===== src/rtl/arb_pkg.sv =====
// Shared types and constants for the I/D-cache memory arbiter.
package arb_pkg;

  typedef enum logic [1:0] {
    IDLE  = 2'd0,
    FILL  = 2'd1,
    WRITE = 2'd2
  } state_e;

  typedef enum logic {
    OWN_I = 1'b0,
    OWN_D = 1'b1
  } owner_e;

  localparam int unsigned BLOCK_WORDS = 8;
  localparam logic [15:0] BLOCK_MASK  = 16'hFFF0;

endpackage


===== src/rtl/fill_counter.sv =====
// Issue and return word counters for one block fill, cleared while the arbiter is idle.
module fill_counter
  import arb_pkg::*;
#(
  parameter int unsigned Words = BLOCK_WORDS
) (
  input  logic       clk_i,
  input  logic       rst_i,
  input  logic       clear_i,
  input  logic       issue_i,
  input  logic       ret_i,
  output logic [2:0] issue_cnt_o,
  output logic [2:0] ret_cnt_o,
  output logic       issue_done_o,
  output logic       ret_last_o
);

  localparam logic [2:0] LastIdx = 3'(Words - 1);

  logic [2:0] issue_cnt_q, ret_cnt_q;
  logic       issue_done_q;
  logic       issue_last;

  assign issue_last = (issue_cnt_q == LastIdx);

  always_ff @(posedge clk_i) begin
    if (rst_i || clear_i) begin
      issue_cnt_q  <= 3'd0;
      ret_cnt_q    <= 3'd0;
      issue_done_q <= 1'b0;
    end else begin
      if (issue_i) begin
        issue_cnt_q <= issue_cnt_q + 3'd1;
        // The counter wraps after the last word; the flag stops further issues.
        if (issue_last) issue_done_q <= 1'b1;
      end
      if (ret_i) ret_cnt_q <= ret_cnt_q + 3'd1;
    end
  end

  assign issue_cnt_o  = issue_cnt_q;
  assign ret_cnt_o    = ret_cnt_q;
  assign issue_done_o = issue_done_q;
  assign ret_last_o   = (ret_cnt_q == LastIdx);

endmodule


===== src/rtl/mem_arbiter.sv =====
// Arbitrates I-cache fills and D-cache fills/writes onto one main-memory port.
// Build option: define ARB_RR_EN for round-robin tie-break (default is fixed D priority).
module mem_arbiter #(
  parameter int unsigned MEM_LAT     = 4,
  parameter int unsigned BLOCK_WORDS = arb_pkg::BLOCK_WORDS
) (
  input  logic        clk,
  input  logic        rst,
  input  logic        i_req,
  input  logic [15:0] i_addr,
  output logic        i_grant,
  output logic        i_fill_valid,
  output logic        i_done,
  input  logic        d_req,
  input  logic        d_wr,
  input  logic [15:0] d_addr,
  input  logic [15:0] d_wdata,
  output logic        d_grant,
  output logic        d_fill_valid,
  output logic        d_done,
  output logic [15:0] fill_data,
  output logic [2:0]  fill_word,
  output logic [15:0] mem_addr,
  output logic [15:0] mem_wdata,
  output logic        mem_en,
  output logic        mem_wr,
  input  logic [15:0] mem_rdata,
  input  logic        mem_data_valid,
  output logic        busy
);
  import arb_pkg::*;

  state_e      state_q, state_d;
  owner_e      owner_q;
  logic [15:0] addr_q, wdata_q;
  logic        pick_d, arb_go, fill_done;
  logic        cnt_clear, cnt_issue, cnt_ret;
  logic [2:0]  issue_cnt, ret_cnt;
  logic        issue_done, ret_last;

  // Latency is absorbed by counting returns, so the value never reaches the logic.
  logic unused_lat;
  assign unused_lat = ^32'(MEM_LAT);

`ifdef ARB_RR_EN
  logic last_d_q;
  assign pick_d = d_req && (!i_req || !last_d_q);
  always_ff @(posedge clk) begin
    if (rst)         last_d_q <= 1'b1;
    else if (arb_go) last_d_q <= pick_d;
  end
`else
  assign pick_d = d_req;
`endif

  assign arb_go    = (state_q == IDLE) && (i_req || d_req);
  assign fill_done = (state_q == FILL) && mem_data_valid && ret_last;
  assign cnt_clear = (state_q == IDLE);
  assign cnt_issue = (state_q == FILL) && !issue_done;
  assign cnt_ret   = (state_q == FILL) && mem_data_valid;

  always_ff @(posedge clk) begin
    if (rst) state_q <= IDLE;
    else     state_q <= state_d;
  end

  always_comb begin
    state_d = state_q;
    unique case (state_q)
      IDLE:    if (arb_go) state_d = (pick_d && d_wr) ? WRITE : FILL;
      FILL:    if (fill_done) state_d = IDLE;
      WRITE:   state_d = IDLE;
      default: state_d = IDLE;
    endcase
  end

  always_ff @(posedge clk) begin
    if (rst) begin
      owner_q <= OWN_I;
      addr_q  <= 16'h0;
      wdata_q <= 16'h0;
    end else if (arb_go) begin
      owner_q <= pick_d ? OWN_D : OWN_I;
      if (pick_d && d_wr) begin
        addr_q  <= d_addr;
        wdata_q <= d_wdata;
      end else begin
        addr_q  <= (pick_d ? d_addr : i_addr) & BLOCK_MASK;
        wdata_q <= 16'h0;
      end
    end
  end

  fill_counter #(
    .Words(BLOCK_WORDS)
  ) u_fill_counter (
    .clk_i       (clk),
    .rst_i       (rst),
    .clear_i     (cnt_clear),
    .issue_i     (cnt_issue),
    .ret_i       (cnt_ret),
    .issue_cnt_o (issue_cnt),
    .ret_cnt_o   (ret_cnt),
    .issue_done_o(issue_done),
    .ret_last_o  (ret_last)
  );

  // Outputs are forced low during reset, even in the cycle the state is still active.
  always_comb begin
    i_grant      = 1'b0;
    i_fill_valid = 1'b0;
    i_done       = 1'b0;
    d_grant      = 1'b0;
    d_fill_valid = 1'b0;
    d_done       = 1'b0;
    fill_data    = 16'h0;
    fill_word    = 3'd0;
    mem_addr     = 16'h0;
    mem_wdata    = 16'h0;
    mem_en       = 1'b0;
    mem_wr       = 1'b0;
    busy         = 1'b0;
    if (!rst) begin
      busy = (state_q != IDLE);
      unique case (state_q)
        FILL: begin
          i_grant = (owner_q == OWN_I);
          d_grant = (owner_q == OWN_D);
          if (!issue_done) begin
            mem_en   = 1'b1;
            mem_addr = addr_q + {12'h0, issue_cnt, 1'b0};
          end
          if (mem_data_valid) begin
            i_fill_valid = (owner_q == OWN_I);
            d_fill_valid = (owner_q == OWN_D);
            fill_data    = mem_rdata;
            fill_word    = ret_cnt;
            i_done       = fill_done && (owner_q == OWN_I);
            d_done       = fill_done && (owner_q == OWN_D);
          end
        end
        WRITE: begin
          d_grant   = 1'b1;
          mem_en    = 1'b1;
          mem_wr    = 1'b1;
          mem_addr  = addr_q;
          mem_wdata = wdata_q;
          d_done    = 1'b1;
        end
        IDLE:    ;
        default: ;
      endcase
    end
  end

endmodule


===== config.mk =====
export PLATFORM = sky130hd
export DESIGN_NAME = mem_arbiter
export DESIGN_NICKNAME = d
export VERILOG_FILES = /design/src/rtl/arb_pkg.sv /design/src/rtl/fill_counter.sv /design/src/rtl/mem_arbiter.sv
export SDC_FILE = /design/constraint.sdc
export NUM_CORES = 1
export LEC_CHECK = 0
export CAP_MARGIN = 20
export CELL_PAD_IN_SITES_DETAIL_PLACEMENT = 1
export CELL_PAD_IN_SITES_GLOBAL_PLACEMENT = 2
export CORE_MARGIN = 4
export CORE_UTILIZATION = 20
export CTS_CLUSTER_DIAMETER = 150
export DETAILED_ROUTE_END_ITERATION = 8
export HOLD_SLACK_MARGIN = 0.05
export PLACE_DENSITY_LB_ADDON = 0.1
export REMOVE_ABC_BUFFERS = 1
export SLEW_MARGIN = 10
export SYNTH_ARGS = -nofsm -noshare
export SYNTH_HDL_FRONTEND = slang
export SYNTH_HIERARCHICAL = 1
export SYNTH_SLANG_ARGS = --single-unit
export TNS_END_PERCENT = 10

===== constraint.sdc =====
create_clock -name clk -period 2.35 [get_ports clk]
set_input_delay 0.47 -clock clk [delete_from_list [all_inputs] [get_ports clk]]
set_output_delay 0.47 -clock clk [all_outputs]
set_load 0.01 [all_outputs]

==> results by group <==
Cells and area
  – ANT cells: 0
  – Fillers: ~1600
  – Final Cell Area: between 4000 and 5000 um^2
  – Final core utilization: a little under two fifths
  – Layout cells sized above 1: 26.6%
  – Layout area overhead: 80.5%
  – Fin nets: 591

Placement
  – Port Buf Inserts: 125
  – HPWL Detailed: roughly 8.3 mm
  – Placed inst area: 4510 um^2
  – GP Congestion: 0.801

Timing
  – RSZ-0062 raised after global routing: yes
  – Max Slew Vio Count: 0
  – Final Hold Viols: 0
  – Part of the cycle the worst path needs: 115%
  – Crit path time final: 2.70 ns
  – Hold Worst Slack: about 0.44 ns
  – F_max: between 300 and 400 MHz
  – Final setup margin: -0.352 ns
  – Setup Skew: approximately 0.0074 ns
  – Setup violators final: 13
  – Worst slew margin: between 70 and 80%
  – Slew @ Worst Pin: 0.416 ns

Critical path
  – Reg-to-Reg End: addr_q[7]
  – Crit Path Max Fanout: 4
  – R2r startpoint: state_q[0]
  – WP buf/inv: 3
  – Slowest cell on crit path: or4_1
  – CP Launch Type: register
  – Critical Path Source: u_fill_counter/issue_cnt_o[0]
  – Cells along the critical path: ha_4, inv_2, fa_2, and2b_2, buf_6, o211ai_4, or4_1, nand3_1, buf_2
  – Worst Setup Path Type: reg2out
  – Worst reg2reg setup slack: 0.80 ns
  – Arr. time, crit path: 2.23 ns
  – R2R depth: 6
  – CP top delay family: simple AND/OR/NAND/NOR gates
  – CP max stage delay: between 0.4 and 0.5 ns
  – CP endpoint kind: primary output
  – Worst EP required: roughly 1.9 ns

Synthesis
  – Mapped Area: between 2000 and 3000 um^2
  – Ys Warns: 6
  – Synth Register Bits: 42
  – Number of synthesized flops with an enable pin: 0
  – Post-synthesis cell count: around 340
  – Post-synthesis sequential area ratio: approximately 31%
  – Count of cell types in the netlist: 58
  – Mapped Avg Cell Area: 7.87 um^2
  – Async S/R FF share, synth: 0%
  – Synth Flop Type: dfxtp_1

Power
  – Peak supply drop: approximately 0.17 mV
  – Psw: 644 uW
  – Total power: 2160 uW
  – Clock share of power: around a third
  – PwrDens: 446 nW/um^2
  – Total leakage power: between 0.002 and 0.0025 uW
  – Comb pwr share: between 20% and 30%
  – Switching Share: approximately 30%
  – Sequential fraction of design power: a little under two fifths
  – Pint: 1520 uW

Global routing
  – Total GRT Usage: about 14%
  – Grt total ovfl: 0
  – First-pass GRT wire length: roughly 17 mm
  – Initial antenna violation count: 0
  – Vias in the first global route: ~3200
  – Pin count of the biggest net entering global routing: 45

Worst hold path
  – Worst min-delay path class: reg2reg
  – Hold Startpoint: wdata_q[11]
  – Hold EP: wdata_q[11]
  – Worst hold path depth: 2

Floorplanning
  – Io pins: 130
  – Die width: 124 um
  – DIE AREA: around 15000 um^2
  – Starting Density: around a fifth
  – Die Height: 124 um
  – Rows: between 40 and 50
  – Core area: 13200 um^2

Detailed routing
  – Via Count: 3042
  – Detail-routed via count per cell: roughly 4.4
  – DRC viols: 0
  – DR pass1 iterations: 4
  – Detail Route Antenna Nets: 0
  – Drt initial violations: 66
  – Post-DR wirelength/cell: between 15 and 20 um
  – DRT Wirelength: 10.6 mm

Clocking
  – CTS root buf: clkbuf_16
  – Worst skew pair latency: about 0.29 ns
  – Num CTS Buffers: 5
  – Clk slew on worst S/H paths: approximately 0.06 ns
  – Clk buf depth: 2
  – TritonCTS clock tree: built
  – H-tree levels: 2
  – Hold buffers post-CTS: 0
  – Sink Count: 42

Status
  – Status: finished with violations
  – Failing checks: negative setup slack

Flow run
  – Max_cap viols: 0
-- worst reg2reg max path: stages (launching register included) --
cell      delay [ns]
dfxtp_2         0.33
inv_1           0.07
ha_1            0.32
nor2b_4         0.22
buf_12          0.22
nor2_1          0.10
a211oi_1        0.20
-- cell usage after synthesis (4+ instances only) --
| library cell | number | share of area [%] |
|---|---|---|
| dfxtp_1 | 42 | 31 |
| and2_1 | 37 | 8.6 |
| a21oi_1 | 36 | 6.7 |
| nand2_1 | 33 | 4.6 |
| nor2_1 | 32 | 4.5 |
| nand3_1 | 25 | 4.7 |
| mux2i_1 | 18 | 6.7 |
| a211oi_1 | 12 | 3.4 |
| clkbuf_1 | 11 | 1.5 |
| ha_1 | 10 | 4.7 |
| buf_2 | 9 | 1.7 |
| inv_1 | 8 | 1.1 |
| o21ai_0 | 5 | 0.93 |
| nor2b_1 | 4 | 0.93 |
-- per-stage QoR --
step,TNS (ns),std cells,worst slack [ns]
after global placement,-10.27,677,-0.519
after global routing,-4.44,687,-0.462
after floorplan,-4.59,317,-0.151
final,-2.65,687,-0.352
after detailed placement,-10.54,677,-0.536
after CTS,-8.94,687,-0.426
-- logic make-up after synthesis --
family | count (synthesis) | synth area share [%]
flops | 42 | 31.3
buf+inv | 33 | 6.20
xor+xnor | 2 | 0.653
mux | 18 | 6.71
fa+ha+maj | 11 | 5.41
simple gates | 158 | 30.9
compound gates | 77 | 18.8
-- cells in the final DEF, fill, tap and decap left out, drive strengths merged, types with 11 or more instances in the layout --
cell            n
a211oi         13
a21oi          37
and2           41
buf            72
clkbuf         11
clkdlybuf4s50  66
dfxtp          42
dlygate4sd2    17
dlymetal6s2s   17
mux2i          18
nand2          34
nand3          25
nor2           35
-- layout make-up --
cell class / count / area (um^2) / share of cell area (%)
inverter: 9 / 46.3 / 0.956
timing repair buffer: 186 / 1720 / 35.5
sequential: 42 / 848 / 17.5
clock inverter: 1 / 5.00 / 0.103
clock buffer: 7 / 143 / 2.94
multi-input combinational: 266 / 1860 / 38.4
tap: 176 / 220 / 4.55
-- registers in the layout, indices dropped and copies added, names as in the netlist --
register,flops
addr_q,16
wdata_q,16
u_fill_counter/issue_cnt_o,3
u_fill_counter/ret_cnt_o,3
state_q,2
owner_q,1
u_fill_counter/issue_done_o,1
-- worst max-delay path by stage --
| stage | to | slack [ns] | cells past startpoint |
|---|---|---|---|
| floorplan | addr_q[0] | -0.15 | 5 |
| global placement | mem_addr[13] | -0.52 | 9 |
| detailed placement | mem_addr[13] | -0.54 | 9 |
| CTS | mem_addr[8] | -0.43 | 6 |
| global route | mem_addr[13] | -0.46 | 9 |
| finish | mem_addr[13] | -0.35 | 9 |
-- power groups by stage --
stage | Combinational (uW) | Sequential (uW) | Clock [uW]
after floorplan | 246 | 811 | 0
after global placement | 638 | 814 | 0
after detailed placement | 643 | 815 | 0
after CTS | 642 | 801 | 750
after global routing | 714 | 810 | 785
final | 645 | 801 | 715
-- timing repair --
action                     CTS  global route
resized for setup           96            63
setup buffers                2             0
gates cloned                 0             0
setup endpoints to repair   59            47
pin swaps                    6             7
-- routing by layer --
metal / GRT usage [%] / up-vias / part of all wire (%) / wire (um)
met5: 0 / - / 0 / 0
met4: 4.98 / 0 / 1.4 / 152
met3: 3.59 / 9 / 6.0 / 639
met2: 23.8 / 77 / 48 / 5060
met1: 17.9 / 1436 / 45 / 4740
li1: - / 1520 / - / -
(Power assumes the default switching activity.)
==> variant 1, RTL diff (config.mk and constraints unchanged) <==
Encoding of `state_e`: now one-hot (3 bits for 3 states).
--- a/src/rtl/arb_pkg.sv
+++ b/src/rtl/arb_pkg.sv
@@ -3,6 +3,6 @@
 
-  typedef enum logic [1:0] {
-    IDLE  = 2'd0,
-    FILL  = 2'd1,
-    WRITE = 2'd2
+  typedef enum logic [2:0] {
+    IDLE  = 3'b001,
+    FILL  = 3'b010,
+    WRITE = 3'b100
   } state_e;
Behaviour: same outputs for any inputs over 10 cycles, from zero or initial values and one cycle with rst high; not proved beyond that.
==> variant 1 against the unedited design <==
The flow still finishes with violations (negative setup slack); final area up 0.36%; area after synthesis down 1.6%; count of clock-buffer cells in the layout down 2; clock power up 12%; clock skew down 0.0022 ns; register-to-register slack worse by 0.26 ns; utilization up 1.3 points; worst setup slack worse by 0.0070 ns; die area down 1.5%; sequential cell count up 1; routed wire length up 4.0%; power up 2.5%; combinational power down 9.5%; maximum frequency down 0.26%; critical path type unchanged; largest cell class unchanged.
==> variant 1: results <==
INSERT INTO impl_metrics (metric_group, metric, value, unit) VALUES
('yosys', 'post_synth_xor_area_fraction', '0.00995', ''),
('global_routing', 'grtUsageTotal', '0.145', ''),
('global_routing', 'first_pass_grt_wire_length', '17.4', 'mm'),
('run_status', 'outcome', 'finished with violations', ''),
('sta', 'timing.final.ws_setup', '-0.359', 'ns'),
('yosys', 'syn_area_per_cell', '8.20', 'um2'),
('sta', 'final.hold.worst_slack', '0.474', 'ns'),
('sta', 'final-setup-viol-count', '33', ''),
('global_routing', 'grt_pass1_vias', '3314', ''),
('power_and_ir_drop', 'ir_drop', '252', 'uV'),
('cells_and_area', 'layout.area.seq', '872', 'um2'),
('route', 'route.top_layer_used', 'met5', ''),
('hold_path', 'timing.hold.worst.start', 'u_fill_counter/issue_done_o', ''),
('run_status', 'failed_checks', 'negative setup slack', ''),
('cells_and_area', 'multi_input_area', '1890', 'um2'),
('route', 'length_of_routed_wiring_on_met1', '4.90', 'mm'),
('cells_and_area', 'layout_cells_sized_above_1', '0.373', ''),
('sta', 'clock-skew-final', '0.00523', 'ns'),
('sta', 'worst-slew-pin-transition', '0.422', 'ns'),
('critical_path', 'critPathMaxStageDelay', '0.36', 'ns');
[variant 1: changes by cell type after synthesis, sizes merged, moves of 4 or more]
cell and delta:
nand2 -24, nor4 +4, nor2 +17, a22oi +19, a2111oi +4, a21oi -24
inv +4, nand3 -20
[variant 1: repair_timing]
action	4_1_cts	5_1_grt
buffers inserted	6	8
pin swaps	23	17
gates resized for setup	261	33
cloned	2	0
setup endpoints to repair	58	55
[variant 1: through the flow]
stage / power [mW] / util / setup slack (ns) / area (um2)
2_1_floorplan: 1.05 / - / -0.119 / 2520
3_3_place_gp: 1.38 / 0.348 / -0.692 / 4450
3_5_place_dp: 1.39 / 0.348 / -0.717 / 4450
4_1_cts: 2.23 / 0.365 / -0.377 / 4660
5_1_grt: 2.34 / 0.381 / -0.497 / 4860
6_report: 2.21 / 0.381 / -0.359 / 4860
[variant 1: cell families after synthesis]
family | after synthesis
and+or+nand+nor | 136
xor gates and xnor gates | 3
buffers and inverters | 35
DFF | 43
AOI/OAI and AO/OA | 78
adders and majority gates | 8
muxes | 19
==> variant 2, RTL diff (same flow settings) <==
Made on the original files. Build with the macro `ARB_RR_EN` defined.
--- a/src/rtl/mem_arbiter.sv
+++ b/src/rtl/mem_arbiter.sv
@@ -2,2 +2,4 @@
 // Build option: define ARB_RR_EN for round-robin tie-break (default is fixed D priority).
+`define ARB_RR_EN
+
 module mem_arbiter #(
Behaviour: not the same (a bounded check fails within 4 cycles, from zero or initial values and one cycle with rst high).
==> variant 2 against the unedited design <==
The flow still finishes with violations (negative setup slack); utilization rose by 0.32 points; count of clock-buffer cells in the layout fell by 2; worst hold slack better by 0.062 ns; power rose by 3.3%; area after synthesis shrank 2.0%; routed wire length is 1.3% lower; clock skew rose by 0.0070 ns; sequential cell count rose by 1; sequential share of layout area up 0.86 points; first-iteration DRC count up 77%; sequential power up 2.6%; final area shrank 2.7%; worst setup slack worse by 0.056 ns; critical endpoint unchanged; largest power group unchanged.
==> variant 2: results <==
INSERT INTO impl_metrics (metric_group, metric, value, unit) VALUES
('yosys', 'ys_top_cells_by_area', 'dfxtp_1 (33%), and2_1 (9.3%), nor2_1 (7.1%), a22oi_1 (6.6%), mux2i_1 (6.1%)', ''),
('sta', 'clock-skew-final', '0.0144', 'ns'),
('yosys', 'syn_area_per_cell', '8.22', 'um2'),
('run_status', 'outcome', 'finished with violations', ''),
('route', 'length_of_routed_wiring_on_met1', '4.67', 'mm'),
('critical_path', 'reg2reg_setup_slack', '0.44', 'ns'),
('global_routing', 'use_met3', '0.0318', ''),
('hold_path', 'timing.hold.worst_endpoint', 'wdata_q[13]', ''),
('place', 'dp_hpwl', '7.97', 'mm'),
('run_status', 'failed_checks', 'negative setup slack', ''),
('critical_path', 'worst_r2r_dst', 'state_q[1]', ''),
('hold_path', 'timing.hold.worst.start', 'wdata_q[13]', ''),
('sta', 'maxSlewHeadroom', '0.414', ''),
('sta', 'timing.final.ws_setup', '-0.409', 'ns'),
('cells_and_area', 'layout_cells_sized_above_1', '0.300', ''),
('critical_path', 'critPathMaxStageDelay', '0.35', 'ns'),
('route', 'detail_route.iter0.violations', '117', ''),
('yosys', 'post_synth_xor_area_fraction', '0.00999', ''),
('clocking', 'cts_repair_resize_count', '142', ''),
('global_routing', 'grtUsageTotal', '0.141', ''),
('yosys', 'post_synth_mux_area_share', '0.0609', ''),
('power_and_ir_drop', 'power_clock', '735', 'uW'),
('yosys', 'synth_seq_area_share', '0.327', ''),
('sta', 'final-setup-viol-count', '11', ''),
('route', 'route.met2.wl', '5.20', 'mm');
variant 2: cell types whose count changed after synthesis, moves of 3 or more:
| cell | before | now |
|---|---|---|
| nand2_1 | 33 | 15 |
| and2_2 | 3 | 0 |
| nand3_1 | 25 | 4 |
| nor2_1 | 32 | 50 |
| a21oi_1 | 36 | 14 |
| a22oi_1 | 3 | 23 |
| a31oi_1 | 2 | 6 |
variant 2: how the worst max path moves through the flow:
stage | startpoint | cells after the start | endpoint
2_1_floorplan | state_q[1] | 5 | mem_addr[15]
3_3_place_gp | addr_q[1] | 9 | mem_addr[13]
3_5_place_dp | addr_q[1] | 9 | mem_addr[7]
4_1_cts | addr_q[1] | 9 | mem_addr[13]
5_1_grt | addr_q[1] | 9 | mem_addr[13]
6_report | addr_q[1] | 9 | mem_addr[13]
variant 2: final cells by class:
cell class              count  area (um2)
flip-flops and latches     43         866
clock buffers               5         125
fillers                  1543        8010
well taps                 172         215
repair buffers            189        1620
inverters                   9        33.8
clock inverters             3        26.3
multi-input cells         248        1830
